<file path="src/rtl/alu_req_sched.sv">
// alu_req_sched: two-requester front end for the 8-bit serial ALU.
//
// Arbitrates round-robin between two requesters and runs one ALU operation
// at a time: start pulse + op code, three operand beats on alu_inbus,
// result capture from alu_outbus at fixed cycle offsets, a one-cycle ALU
// clear, then a held response to the owning requester.
//
// Ports:
//   CLK, RST            clock (rising edge), synchronous active-high reset
//   req_valid/req_ready per-requester request strobe / one-cycle accept pulse
//   req_op/req_x/req_y  per-requester op code and operands (packed by index)
//   resp_valid/ready    per-requester result handshake
//   resp_hi/resp_lo     result words (hi = 0 for add/sub)
//   busy                high whenever not idle
//   alu_*               ALU start/op/operand bus/result bus/reset pins
module alu_req_sched #(
    parameter int unsigned RES_ADD_CYC = 12,
    parameter int unsigned RES_MUL_CYC = 60
) (
    input  logic        CLK,
    input  logic        RST,
    input  logic [1:0]  req_valid,
    input  logic [3:0]  req_op,
    input  logic [15:0] req_x,
    input  logic [15:0] req_y,
    output logic [1:0]  req_ready,
    output logic [1:0]  resp_valid,
    input  logic [1:0]  resp_ready,
    output logic [7:0]  resp_hi,
    output logic [7:0]  resp_lo,
    output logic        busy,
    output logic        alu_begin,
    output logic [1:0]  alu_op,
    output logic [7:0]  alu_inbus,
    input  logic [7:0]  alu_outbus,
    output logic        alu_rst
);

    localparam logic [7:0] ADD_AT = 8'(RES_ADD_CYC);
    localparam logic [7:0] MUL_AT = 8'(RES_MUL_CYC);

    typedef enum logic [2:0] {
        S_IDLE,
        S_ISSUE,
        S_LOAD,
        S_WAIT,
        S_CAP_LO,
        S_CLEAR,
        S_RESP
    } state_t;

    state_t     state;
    logic [7:0] cnt;      // cycle offset from ISSUE (ISSUE = 0)
    logic       ptr;      // last granted requester
    logic       own;      // owner of the operation in flight
    logic [1:0] op;
    logic [7:0] x;
    logic [7:0] y;

    logic       gnt_any;
    logic       gnt_idx;

    // On a tie the requester other than the last winner is chosen.
    always_comb begin
        gnt_any = |req_valid;
        if (req_valid == 2'b11) begin
            gnt_idx = ~ptr;
        end else begin
            gnt_idx = req_valid[1];
        end
    end

    always_ff @(posedge CLK) begin
        if (RST) begin
            state   <= S_IDLE;
            cnt     <= '0;
            ptr     <= 1'b1;
            own     <= 1'b0;
            op      <= '0;
            x       <= '0;
            y       <= '0;
            resp_hi <= '0;
            resp_lo <= '0;
        end else begin
            case (state)
                S_IDLE: begin
                    if (gnt_any) begin
                        own   <= gnt_idx;
                        ptr   <= gnt_idx;
                        op    <= req_op[{gnt_idx, 1'b0} +: 2];
                        x     <= req_x[{gnt_idx, 3'b000} +: 8];
                        y     <= req_y[{gnt_idx, 3'b000} +: 8];
                        cnt   <= '0;
                        state <= S_ISSUE;
                    end
                end
                S_ISSUE: begin
                    cnt   <= cnt + 8'd1;
                    state <= S_LOAD;
                end
                S_LOAD: begin
                    cnt <= cnt + 8'd1;
                    if (cnt == 8'd3) begin
                        state <= S_WAIT;
                    end
                end
                S_WAIT: begin
                    if (!op[1] && cnt == ADD_AT) begin
                        resp_lo <= alu_outbus;
                        resp_hi <= '0;
                        state   <= S_CLEAR;
                    end else if (op[1] && cnt == MUL_AT) begin
                        resp_hi <= alu_outbus;
                        cnt     <= cnt + 8'd1;
                        state   <= S_CAP_LO;
                    end else begin
                        cnt <= cnt + 8'd1;
                    end
                end
                S_CAP_LO: begin
                    resp_lo <= alu_outbus;
                    state   <= S_CLEAR;
                end
                S_CLEAR: begin
                    state <= S_RESP;
                end
                S_RESP: begin
                    if (resp_ready[own]) begin
                        state <= S_IDLE;
                    end
                end
                default: begin
                    state <= S_IDLE;
                end
            endcase
        end
    end

    // The accept pulse must land in the IDLE cycle that samples the request
    // (one cycle before alu_begin), so it is decoded from the current state
    // and request lines rather than registered.
    always_comb begin
        req_ready = '0;
        if (state == S_IDLE && gnt_any && !RST) begin
            req_ready = gnt_idx ? 2'b10 : 2'b01;
        end
    end

    always_comb begin
        busy       = (state != S_IDLE);
        alu_begin  = (state == S_ISSUE);
        alu_rst    = RST || (state == S_CLEAR);
        alu_op     = '0;
        alu_inbus  = '0;
        resp_valid = '0;
        case (state)
            S_ISSUE, S_WAIT, S_CAP_LO, S_CLEAR: alu_op = op;
            S_LOAD: begin
                alu_op    = op;
                alu_inbus = (cnt == 8'd3) ? y : x;
            end
            S_RESP: resp_valid = own ? 2'b10 : 2'b01;
            default: ;
        endcase
    end

endmodule

</file>
<file path="config.mk">
export PLATFORM = sky130hd
export DESIGN_NAME = alu_req_sched
export DESIGN_NICKNAME = d
export VERILOG_FILES = /design/src/rtl/alu_req_sched.sv
export SDC_FILE = /design/constraint.sdc
export NUM_CORES = 1
export LEC_CHECK = 0
export ABC_AREA = 1
export BUFFER_PORTS_ARGS = -buffer_cell sky130_fd_sc_hd__buf_2
export CAP_MARGIN = 20
export CORE_MARGIN = 2
export CORE_UTILIZATION = 45
export DETAILED_ROUTE_END_ITERATION = 8
export PLACE_DENSITY = 0.77
export SLEW_MARGIN = 20
export SYNTH_ARGS = -nofsm -noshare
export SYNTH_HDL_FRONTEND = slang
export SYNTH_SLANG_ARGS = --single-unit
</file>
<file path="constraint.sdc">
create_clock -name CLK -period 1.6 [get_ports CLK]
set_clock_uncertainty 0.1 [all_clocks]
set_input_delay 0.32 -clock CLK [delete_from_list [all_inputs] [get_ports CLK]]
set_output_delay 0.32 -clock CLK [all_outputs]
set_load 0.02 [all_outputs]
</file>
==> flow_metrics.tcl <==
set metrics [dict create \
    die-height_um 77.3 \
    cpPeakStageDelay_ns 0.35 \
    grt_pass1_vias 2595 \
    crit_end "alu_inbus[6]" \
    drt-initial-drc-count 209 \
    hold_class "in -> reg" \
    ant_nets 0 \
    place_inst 524 \
    grt_pass1_wl_mm 11.3 \
    layout.cells.most_common "nor2_1" \
    cts_tree "built" \
    synthesis.nets 406 \
    end_kind "primary output" \
    violations "negative setup slack" \
    critPathKind "reg -> out" \
    syn_area_um2 2410 \
    hold_violations 0 \
    ir_drop_uv 912 \
    cts_max_path_buffers 2 \
    finalSetupViolCount 40 \
    fmax_mhz 515 \
    slew_headroom_pct 75.7 \
    nNetsFinal 528 \
    cap_viol_max_count 0 \
    p_per_area_nw_per_um2 1090 \
    clk_pin_slew_ns 0.09 \
    synth-seq-area-share_pct 39.0 \
    worstReg2RegStart "cnt[0]$_SDFFE_PP0P_" \
    die_w_um 77.3 \
    period_needed_ns 1.94 \
    grt-ovfl-total 0 \
    antennaDiodeCount 0 \
    power_leakage_nw 1.75 \
    startpoint_type "flop" \
    r2r_slack_ns -0.13 \
    stdcell_count 547 \
    crit_start "cnt[5]$_SDFFE_PP0P_" \
    fill_cells 380 \
    root_buffer "clkbuf_8" \
    worstPathCellList "nor2_4 -> nand2_2 -> nor2_4 -> buf_6 -> o21ai_2 -> nor2_2 -> buf_6" \
    r2r_end "resp_lo[4]$_SDFFE_PP0P_" \
    r2r_cells 10 \
    wl_per_cell_um 14.3 \
    grt_usage_pct 22.9 \
    die-area_um2 5970 \
    post-route-util_pct 73.1 \
    critical_path_required_ns 1.18 \
    dp_hpwl_mm 4.63 \
    final.setup.worst_slack_ns -0.341 \
    path_max_fanout 4 \
    status "finished with violations" \
    final_cell_mix "67 x nor2_1, 66 x buf_2, 54 x nand2_1, 38 x dfxtp_1, 37 x buf_4" \
    gp_congestion 0.795 \
    tightest_slew_ns 0.365 \
    drc 0 \
    crit_arrival_ns 1.52 \
    period_share_pct 121 \
    synthDistinctLibCells 29 \
    core_area_um2 5140 \
    grt_antenna_before_repair 0 \
    synth.avg_cell_area_um2 6.82 \
    cp_slowest_cell "dfxtp_2" \
    cts.sinks 47 \
    ios 83 \
    vias 2830 \
    cts_made_buffers 5 \
    vias_per_cell 5.17 \
    rsz0062_at_grt "true" \
    dr.pass1.iters 5 \
    syn_inst 354 \
    start_util_pct 47.0 \
    htreeDepth 2 \
    ys.warnings.count 0 \
    insertion_delay_ns 0.30 \
    synth_seq_cells 47 \
    area_growth_pct 55.5 \
    port_buffers 82 \
    power_mw 4.08 \
    num_rows 26 \
    drt-total-wl_mm 7.83 \
    grt_max_degree 31 \
    layout-drive-gt1-share_pct 46.1 \
    maxSlewViolCount 0 \
]
## sequential cells by signal (all words and copies together), names as in the netlist
register	count
resp_hi	8
y	8
resp_lo	8
cnt	8
op	2
own	1
x	8
state	3
ptr	1
## synth_stat cells
cell type | number | area, um2
a21boi_0 | 1 | 7.51
a21oi_1 | 39 | 195
buf_2 | 3 | 15.0
buf_6 | 3 | 33.8
clkbuf_1 | 7 | 26.3
dfxtp_1 | 47 | 941
ha_1 | 2 | 25.0
inv_1 | 18 | 67.6
inv_2 | 4 | 15.0
inv_4 | 1 | 6.26
nand2_1 | 70 | 263
nand2_2 | 1 | 6.26
nand2_4 | 2 | 22.5
nand3_1 | 8 | 40.0
nand3_4 | 1 | 17.5
nand3b_1 | 9 | 67.6
nand3b_4 | 1 | 20.0
nand4_1 | 5 | 31.3
nor2_1 | 81 | 304
nor2_2 | 4 | 25.0
nor2_4 | 3 | 33.8
nor3_1 | 1 | 5.00
o21ai_0 | 32 | 160
o21ai_1 | 4 | 20.0
o21ai_2 | 1 | 8.76
o21ai_4 | 1 | 16.3
or2_2 | 1 | 6.26
xnor2_1 | 1 | 8.76
xor2_1 | 3 | 26.3
## cell type report
type	instances	area, um2	share of cell area (%)
multi-input cells	272	1630	43.4
flip-flops and latches	47	957	25.5
repair buffers	127	887	23.6
inverters	23	109	2.90
well taps	70	87.6	2.33
clock buffers	6	72.6	1.93
clock inverters	2	12.5	0.333
## power breakdown
part           internal (mW)  switching, mW  total, mW
Sequential              1.35          0.136       1.49
Combinational          0.761           1.12       1.88
Clock                  0.306          0.413      0.719
## worst max-delay path: cells and delay by family, from the launching register on
kind | cells | cell delay, ns
buffers and inverters | 2 | 0.27
DFF | 1 | 0.35
AOI/OAI and AO/OA | 1 | 0.06
and+or+nand+nor | 4 | 0.54
## stage by stage
step                hold WS (ns)  instance area [um2]  worst slack (ns)  setup TNS, ns
floorplan                  0.329                 2460           -0.0586        -0.0586
global placement           0.343                 3130           -0.0992         -0.242
detailed placement         0.355                 3130            -0.142          -1.60
CTS                        0.149                 3500            -0.292          -3.00
global route               0.166                 3750            -0.425          -7.23
finish                     0.168                 3750            -0.341          -4.92
## cell families (layout without fill, tap and decap cells)
group	Yosys count	after routing	synth area share (%)
xor gates and xnor gates	4	4	1.45
DFF	47	47	39.0
buffers and inverters	36	158	6.79
AOI/OAI and AO/OA	78	78	16.9
adders and majority gates	2	2	1.04
and+or+nand+nor	187	188	34.9
## routing by layer
layer / track usage (%) / vias up / wire length (um)
li1: - / 1395 / -
met1: 28.3 / 1305 / 3250
met2: 39.7 / 108 / 4020
met3: 4.47 / 22 / 383
met4: 8.04 / 0 / 174
met5: 0 / - / 0
## repair_timing
| item | CTS | global route |
|---|---|---|
| pin swaps | 15 | 23 |
| gates cloned | 0 | 1 |
| setup endpoints to repair | 41 | 44 |
| hold buffers | 0 | 0 |
| buffers inserted | 8 | 8 |
| resized for setup | 86 | 54 |
## worst min path at each step
| stage | from | end | slack (ns) | cells past startpoint |
|---|---|---|---|---|
| 6_report | alu_outbus[1] | resp_lo[1]$_SDFFE_PP0P_ | 0.17 | 3 |
| 5_1_grt | alu_outbus[1] | resp_lo[1]$_SDFFE_PP0P_ | 0.17 | 3 |
| 4_1_cts | alu_outbus[7] | resp_lo[7]$_SDFFE_PP0P_ | 0.15 | 3 |
| 3_5_place_dp | resp_hi[7]$_SDFFE_PP0P_ | resp_hi[7]$_SDFFE_PP0P_ | 0.35 | 2 |
| 3_3_place_gp | ptr$_SDFFE_PP1N_ | ptr$_SDFFE_PP1N_ | 0.34 | 2 |
| 2_1_floorplan | ptr$_SDFFE_PP1N_ | ptr$_SDFFE_PP1N_ | 0.33 | 2 |
No activity file was read; power rests on OpenSTA's default activity.
